<file path="config.mk">
export PLATFORM = sky130hd
export DESIGN_NAME = spi_main
export DESIGN_NICKNAME = d
export VERILOG_FILES = /design/src/rtl/spi_pkg.sv /design/src/rtl/spi_tick_gen.sv /design/src/rtl/spi_main.sv
export SDC_FILE = /design/constraint.sdc
export NUM_CORES = 1
export LEC_CHECK = 0
export ABC_AREA = 0
export CAP_MARGIN = 20
export CORE_MARGIN = 2
export CORE_UTILIZATION = 52
export CTS_CLUSTER_DIAMETER = 150
export DETAILED_ROUTE_END_ITERATION = 7
export GPL_ROUTABILITY_DRIVEN = 0
export PLACE_DENSITY_LB_ADDON = 0.3
export SLEW_MARGIN = 25
export SYNTH_ARGS = -nofsm -noshare
export SYNTH_HDL_FRONTEND = slang
export SYNTH_HIERARCHICAL = 1
export SYNTH_SLANG_ARGS = --single-unit
</file>
<file path="constraint.sdc">
create_clock -name clk -period 2.4 [get_ports clk]
set_clock_uncertainty 0.1 [all_clocks]
set_input_delay 0.48 -clock clk [delete_from_list [all_inputs] [get_ports clk]]
set_output_delay 0.48 -clock clk [all_outputs]
set_load 0.03 [all_outputs]
</file>
<file path="src/rtl/spi_pkg.sv">
// Shared types for the SPI controller: FSM state encoding and bus-mode constants.
package spi_pkg;

  typedef enum logic [2:0] {
    IDLE  = 3'd0,
    LEAD  = 3'd1,
    SHIFT = 3'd2,
    NEXT  = 3'd3,
    TRAIL = 3'd4,
    GUARD = 3'd5
  } spi_state_t;

  // Only mode 0 is implemented; these pin the bus mode for future variants.
  localparam logic CPOL = 1'b0;
  localparam logic CPHA = 1'b0;

endpackage

</file>
<file path="src/rtl/spi_tick_gen.sv">
// Half-period tick generator: pulses every CLK_DIV cycles, restarting from zero on clear.
// Tick is combinational from the counter, so it may feed next-state logic that drives clr_i.
module spi_tick_gen #(
  parameter int CLK_DIV = 4
) (
  input  logic clk,
  input  logic rstn,
  input  logic clr_i,
  output logic tick_o
);

  localparam int CW = (CLK_DIV > 1) ? $clog2(CLK_DIV) : 1;

  logic [CW-1:0] cnt_q, cnt_d;

  assign tick_o = (cnt_q == CW'(CLK_DIV - 1));

  always_comb begin
    cnt_d = cnt_q + 1'b1;
    if (clr_i || tick_o) cnt_d = '0;
  end

  always_ff @(posedge clk) begin
    if (!rstn) cnt_q <= '0;
    else       cnt_q <= cnt_d;
  end

endmodule

</file>
<file path="src/rtl/spi_main.sv">
// Mode-0 MSB-first SPI controller with word-level valid/ready; ssn stays low across burst words.
// One word costs LEAD + 2*WORD_WIDTH + TRAIL half-periods; tx_ready is high only in IDLE and NEXT.
module spi_main
  import spi_pkg::*;
#(
  parameter int WORD_WIDTH = 8,
  parameter int CLK_DIV    = 4
) (
  input  logic                  clk,
  input  logic                  rstn,
  input  logic [WORD_WIDTH-1:0] tx_data,
  input  logic                  tx_last,
  input  logic                  tx_valid,
  output logic                  tx_ready,
  output logic [WORD_WIDTH-1:0] rx_data,
  output logic                  rx_valid,
  output logic                  busy,
  output logic                  sclk,
  output logic                  ssn,
  output logic                  mosi,
  input  logic                  miso
);

  if (WORD_WIDTH < 2) begin : g_bad_width
    $error("spi_main: WORD_WIDTH must be >= 2");
  end
  if (CLK_DIV < 1) begin : g_bad_div
    $error("spi_main: CLK_DIV must be >= 1");
  end

  localparam int BW = $clog2(WORD_WIDTH);

  spi_state_t            state_q, state_d;
  logic                  ssn_q, ssn_d, sclk_q, sclk_d, mosi_q, mosi_d;
  logic                  tx_ready_q, tx_ready_d, rx_valid_q, rx_valid_d;
  logic                  last_q, last_d;
  logic [WORD_WIDTH-1:0] tx_sr_q, tx_sr_d, rx_sr_q, rx_sr_d, rx_data_q, rx_data_d;
  logic [BW-1:0]         bit_q, bit_d;
  logic                  tick, tick_clr, accept;

  assign accept = tx_valid && tx_ready_q;

  always_comb begin
    state_d    = state_q;
    ssn_d      = ssn_q;
    sclk_d     = sclk_q;
    mosi_d     = mosi_q;
    tx_sr_d    = tx_sr_q;
    rx_sr_d    = rx_sr_q;
    rx_data_d  = rx_data_q;
    rx_valid_d = 1'b0;
    last_d     = last_q;
    bit_d      = bit_q;
    case (state_q)
      IDLE, NEXT: begin
        if (accept) begin
          tx_sr_d = tx_data;
          last_d  = tx_last;
          mosi_d  = tx_data[WORD_WIDTH-1];
          ssn_d   = 1'b0;
          state_d = LEAD;
        end
      end
      LEAD: begin
        if (tick) begin
          state_d = SHIFT;
          bit_d   = '0;
        end
      end
      SHIFT: begin
        if (tick) begin
          if (!sclk_q) begin
            sclk_d  = 1'b1;
            rx_sr_d = {rx_sr_q[WORD_WIDTH-2:0], miso};
          end else begin
            sclk_d = 1'b0;
            if (bit_q == BW'(WORD_WIDTH - 1)) begin
              rx_data_d  = rx_sr_q;
              rx_valid_d = 1'b1;
              state_d    = last_q ? TRAIL : NEXT;
            end else begin
              tx_sr_d = {tx_sr_q[WORD_WIDTH-2:0], 1'b0};
              mosi_d  = tx_sr_q[WORD_WIDTH-2];
              bit_d   = bit_q + 1'b1;
            end
          end
        end
      end
      TRAIL: begin
        if (tick) begin
          ssn_d   = 1'b1;
          state_d = GUARD;
        end
      end
      GUARD: begin
        if (tick) state_d = IDLE;
      end
      default: state_d = IDLE;
    endcase
  end

  // Ready is registered so it tracks the state it describes from the cycle of entry.
  assign tx_ready_d = (state_d == IDLE) || (state_d == NEXT);
  assign tick_clr   = (state_d != state_q) || (state_q == IDLE) || (state_q == NEXT);

  spi_tick_gen #(.CLK_DIV(CLK_DIV)) u_tick (
    .clk    (clk),
    .rstn   (rstn),
    .clr_i  (tick_clr),
    .tick_o (tick)
  );

  always_ff @(posedge clk) begin
    if (!rstn) begin
      state_q    <= IDLE;
      ssn_q      <= 1'b1;
      sclk_q     <= 1'b0;
      mosi_q     <= 1'b0;
      tx_ready_q <= 1'b0;
      rx_valid_q <= 1'b0;
      rx_data_q  <= '0;
      tx_sr_q    <= '0;
      rx_sr_q    <= '0;
      last_q     <= 1'b0;
      bit_q      <= '0;
    end else begin
      state_q    <= state_d;
      ssn_q      <= ssn_d;
      sclk_q     <= sclk_d;
      mosi_q     <= mosi_d;
      tx_ready_q <= tx_ready_d;
      rx_valid_q <= rx_valid_d;
      rx_data_q  <= rx_data_d;
      tx_sr_q    <= tx_sr_d;
      rx_sr_q    <= rx_sr_d;
      last_q     <= last_d;
      bit_q      <= bit_d;
    end
  end

  assign tx_ready = tx_ready_q;
  assign rx_data  = rx_data_q;
  assign rx_valid = rx_valid_q;
  assign busy     = (state_q != IDLE);
  assign sclk     = sclk_q;
  assign ssn      = ssn_q;
  assign mosi     = mosi_q;

endmodule

</file>
# ---- Word-level counts from Yosys, hierarchy flattened
# Cells that the tools add are included.
dict set report word_totals {
  out_inout_bits 14
  regBits 37
  in_bits 13
}
dict set report op_classes {
  n_bitwise 2
  n_addsub 2
  n_eq_ne 15
  n_reduce_logical 21
  muxes 29
}
# op n
set ops {}
lappend ops {{$mux 3} 12}
lappend ops {{$mux 7} 4}
lappend ops {{$pmux 3 s5} 1}
lappend ops {{$pmux 7 s2} 1}
lappend ops {{$reduce_and 5->1} 2}
lappend ops {{$eq 3x2->1 const B} 3}
lappend ops {{$eq 3x3->1 const B} 3}
lappend ops {{$mux 1} 8}
lappend ops {{$reduce_and 4->1} 2}
lappend ops {{$logic_not 3->1} 2}
lappend ops {{$ne 2x1->1 const B} 3}
lappend ops {{$ne 2x2->1 const B} 3}
lappend ops {{$pmux 3 s2} 1}
lappend ops {{$reduce_and 3->1} 2}
lappend ops {{$reduce_bool 2->1} 3}
lappend ops {{$logic_or 1x1->1} 4}
lappend ops {{$pmux 1 s2} 2}
lappend ops {{$reduce_and 2->1} 2}
lappend ops {{$reduce_or 2->1} 2}
lappend ops {{$add 3x1->3 const B} 1}
lappend ops {{$eq 3x1->1 const B} 1}
lappend ops {{$ne 3x3->1} 1}
lappend ops {{$reduce_bool 3->1} 1}
lappend ops {{$add 2x1->2 const B} 1}
lappend ops {{3 further kinds} 4}

# ---- Logic depth before layout (Yosys ltp)
dict set report depth {
  ltp_word 10
  ltp_mapped 8
  ltp_nobuf 7
}

# ---- By module
# The synthesis kept the hierarchy.
# module cells_per_inst area_each_um2 instances
set by_module_without_submodules {}
lappend by_module_without_submodules {spi_main 175 1587.8 1}
lappend by_module_without_submodules {spi_tick_gen 5 80.1 1}

# ---- Worst setup path before layout
# OpenSTA, ideal clock, no wires.
dict set report synth_path {
  path_kind {register to register}
  start {register bit_q[0]}
  end {register u_tick.cnt_q[1]}
  arrival_ns 1.904
  period_less_slack_ns 2.122
  setup_ns 0.117
  stages_incl_launch_ff 9
  required_time_ns 2.183
  slack_ns 0.278
  path_cell_list {dfxtp_1 -> ha_1 -> ha_1 -> nand3_1 -> nand2b_1 -> buf_2 -> o221a_2 -> a22oi_1 -> and4bb_2}
}
dict set report synth_via {
  elab_chain_cells 10
}
# item line
set synth_lines {}
lappend synth_lines {{from (decl)} spi_main.sv:38} ;# logic [BW-1:0] bit_q, bit_d;
lappend synth_lines {{from (signal assigned)} spi_main.sv:137} ;# bit_q <= bit_d;
lappend synth_lines {{$eq 3x3->1} spi_main.sv:77} ;# if (bit_q == BW'(WORD_WIDTH - 1)) begin
lappend synth_lines {{$mux 3} spi_main.sv:77}
lappend synth_lines {{$mux 3} spi_main.sv:72} ;# if (!sclk_q) begin
lappend synth_lines {{$mux 3} spi_main.sv:71} ;# if (tick) begin
lappend synth_lines {{$pmux 3 s5} spi_main.sv:54} ;# case (state_q)
lappend synth_lines {{$ne 3x3->1} spi_main.sv:104} ;# assign tick_clr = (state_d != state_q) || (state_q == IDLE) || (state_q == NEXT);
lappend synth_lines {{$logic_or 1x1->1 (2 in series)} spi_main.sv:104}
lappend synth_lines {{named net tick_clr} spi_main.sv:39} ;# logic tick, tick_clr, accept;
lappend synth_lines {{$logic_or 1x1->1} spi_tick_gen.sv:20} ;# if (clr_i || tick_o) cnt_d = '0;
lappend synth_lines {{$reduce_or 2->1 (no line)} -}
lappend synth_lines {{to (signal assigned)} spi_tick_gen.sv:25} ;# else cnt_q <= cnt_d;
lappend synth_lines {{to (decl)} spi_tick_gen.sv:14} ;# logic [CW-1:0] cnt_q, cnt_d;
# The timed path passes the listed nets, and every way through them passes these cells.
# A chain may end at the register's enable or synchronous reset.

# ---- Worst setup path after layout
# Same ends and word-level chain as after synthesis.

==> run_results.csv <==
group,metric,value,unit
placed_design,place_area,1958,um^2
sta,slew_violations,0,
synth,yosysWarnings,6,
die,io_pins,27,
clock_tree,clockRootBuffer,"clkbuf_4",
worst_setup_path,critical_path_required,2.53,ns
global_routing,grt_pass1_wl,5.623,mm
clock_tree,cts_tree,"done",
die,coreArea,3053,um^2
worst_setup_path,crit_top_cell,"ha_1",
sta,min_period,2.178,ns
cells_and_area,nets,223,
detailed_routing,wl_per_cell,13.60,um
synth,ys_ff_latch,37,
detailed_routing,vias,1369,
synth,synthesis.area_per_instance,9.266,um^2
sta,slew_headroom,0.7089,
detailed_routing,drt-initial-drc-count,56,
synth,synthCells,180,
worst_setup_path,cp_max_fo,4,
synth,synth_cell_types,40,
die,dieArea,3677,um^2
run,drv_cap,0,
sta,rsz0062_at_grt,"no",
synth,netlist_area,1668,um^2
detailed_routing,drc_errors,0,
min_path,hold_path_startpoint,"u_tick/cnt_q[0]",
power,power.density,587.3,nW/um^2
detailed_routing,routed-wl-met2,1.855,mm
placed_design,pre_cts_ws,0.1483,ns
worst_setup_path,crit_path_end_kind,"flip-flop",
min_path,min_path_cells,1,
global_routing,grt_usage,0.2074,
min_path,hp-class,"flip-flop to flip-flop",
worst_setup_path,ff2ff_path_depth,7,
detailed_routing,antenna_left,0,
detailed_routing,wirelength,3.428,mm
die,initial_utilization,0.5463,
detailed_routing,dr.max_layer_used,"met3",
synth,ys_seq_area_frac,0.4441,
min_path,min_to,"u_tick/cnt_q[0]",
cells_and_area,final_cell_mix,"dfxtp_1 (37), nand2_1 (35), clkdlybuf4s50_1 (25)",
synth,yosysTopAreaCell,"dfxtp_1",
detailed_routing,vias_per_cell,5.433,
worst_setup_path,crit_arrival,2.31,ns
sta,setup_tns,0,ns
sta,setup_ws,0.2222,ns
synth,synth_top_area_frac,0.4441,
sta,worst_pin_slew,0.4308,ns
cells_and_area,stdcell_area,2049,um^2
sta,hold_violations,0,
worst_setup_path,crit_chain,"ha_1, ha_1, nand3_1, nand2b_1, o221a_2, a22oi_1, and4bb_2",
global_routing,antenna_found_initial,0,
clock_tree,numCtsBuffers,5,
clock_tree,clock_sinks,37,
detailed_routing,drtPass1Iterations,4,
worst_setup_path,worstSetupPathType,"flip-flop to flip-flop",
placed_design,dpl.hpwl,2.529,mm
detailed_routing,routed-wl-met3,165,um
cells_and_area,layout-drive-gt1-share,0.1346,
sta,setup_viol_count_final,0,
worst_setup_path,critPathSlowestCell,"dfxtp_1",
cells_and_area,num_antenna_cells,0,
clock_tree,h-tree-depth,2,
worst_setup_path,r2r_slack,0.22,ns
placed_design,port_buffers,26,
worst_setup_path,r2r-start,"bit_q[0]",
global_routing,grt.overflow.total,0,
worst_setup_path,cpPeakStageDelay,0.37,ns
clock_tree,clkTransAtPathRegs,0.11,ns
sta,fin_crit_sh,0.9074,
run_status,outcome,"finished, final reports clean",
global_routing,grt_pass1_vias,1277,
cells_and_area,synthToLayoutAreaGrowth,22.88,%
die,die-height,60.64,um
power,leakage,0.7440,nW
clock_tree,clock_latency,0.33,ns
sta,fmax,459.2,MHz
die,rows,20,
clock_tree,cts_max_path_buffers,2,
synth,syn_nets,196,
worst_setup_path,start_kind,"flip-flop",
synth,synth_area_leaders,"dfxtp_1 (44%), nand2_1 (7.9%), mux2i_1 (6.6%)",
worst_setup_path,rr_endpoint,"u_tick/cnt_q[1]",
die,die_w,60.64,um
detailed_routing,m1WireLength,1.407,mm
power,ir_worst_vdd,559.4,uV
global_routing,grt_max_degree,23,
cells_and_area,final_common_cell,"dfxtp_1",
critical path: cells and delay by family, from the launching register on:
kind,cells,cell delay [ns]
compound gates,2,0.54
flops,1,0.37
simple gates,3,0.66
fa+ha+maj,2,0.43
cells in the mapped netlist:
| library cell | n |
|---|---|
| a21boi_0 | 1 |
| a21oi_1 | 13 |
| a22oi_1 | 2 |
| a311oi_1 | 5 |
| a311oi_2 | 2 |
| and3_1 | 1 |
| and4_1 | 1 |
| and4bb_2 | 2 |
| buf_2 | 3 |
| buf_4 | 1 |
| buf_6 | 4 |
| clkbuf_1 | 4 |
| dfxtp_1 | 37 |
| ha_1 | 3 |
| inv_1 | 2 |
| mux2i_1 | 11 |
| nand2_1 | 35 |
| nand2b_1 | 2 |
| nand3_1 | 3 |
| nand3b_1 | 1 |
| nor2_1 | 15 |
| nor2_4 | 1 |
| nor2b_1 | 4 |
| nor3_1 | 7 |
| nor3_4 | 1 |
| nor3b_1 | 1 |
| nor3b_2 | 2 |
| nor4_2 | 1 |
| nor4b_2 | 1 |
| nor4bb_1 | 2 |
| o2111ai_1 | 2 |
| o21a_1 | 1 |
| o21ai_0 | 2 |
| o21ba_2 | 1 |
| o221a_2 | 1 |
| o32ai_1 | 1 |
| or2_1 | 1 |
| or3_1 | 1 |
| or3b_2 | 1 |
| or3b_4 | 1 |
metal layers:
layer,vias up,global-route usage
met5,-,0
met4,0,0.06211
met3,0,0.07889
met2,35,0.3564
met1,641,0.2401
li1,693,-
cell families (layout without fill, tap and decap cells):
logic type	after synthesis	in the layout	synth area share
buffers and inverters	14	42	0.05401
muxes	11	11	0.06602
DFF	37	37	0.4441
and+or+nand+nor	84	84	0.2776
adders and majority gates	3	3	0.02251
AOI/OAI and AO/OA	31	31	0.1358
final cells by class:
cell class,count,area [um^2]
Tap cell,44,55.05
Sequential cell,37,740.7
Fill cell,275,1003
Clock inverter,2,37.54
Inverter,2,7.507
Clock buffer,6,51.30
Multi-Input combinational cell,129,837.1
Timing Repair Buffer,32,320.3
sequential cells by signal, indices dropped and copies added, names as in the netlist, 2 cells and up:
name,cells
tx_sr_q,7
u_tick/cnt_q,2
rx_sr_q,8
rx_data,8
state_q,3
bit_q,3
where the power goes:
group	switching [W]	internal [W]	total, W
Combinational	0.0000538	0.0000587	0.000113
Sequential	0.0000137	0.000631	0.000644
Clock	0.000199	0.000248	0.000447
how the worst max path moves through the flow:
stage | startpoint | to | slack, ns | cells after the start
after global routing | u_tick/cnt_q[0] | u_tick/cnt_q[1] | 0.07 | 6
after detailed placement | tx_valid | u_tick/cnt_q[1] | 0.15 | 6
after global placement | tx_valid | u_tick/cnt_q[1] | 0.19 | 6
final | bit_q[0] | u_tick/cnt_q[1] | 0.22 | 7
after floorplan | bit_q[0] | u_tick/cnt_q[1] | 0.28 | 8
after CTS | state_q[0] | busy | 0.04 | 2
stage by stage:
step,power (W),hold slack (ns),util,instances
4_1_cts,0.001220,0.3619,0.6705,252
3_5_place_dp,0.0007715,0.3453,0.6414,244
3_3_place_gp,0.0007665,0.3298,0.6414,244
6_report,0.001204,0.3573,0.6713,252
2_1_floorplan,0.0007264,0.3212,-,180
5_1_grt,0.001267,0.3843,0.6713,252
repair_timing:
item | 4_1_cts | 5_1_grt
endpoints found under the hold margin | 0 | 0
hold buffers | 0 | 0
resized for setup | 0 | 1
setup buffers | 0 | 0
endpoints found under the setup margin | 0 | 1
(Power assumes the default switching activity.)
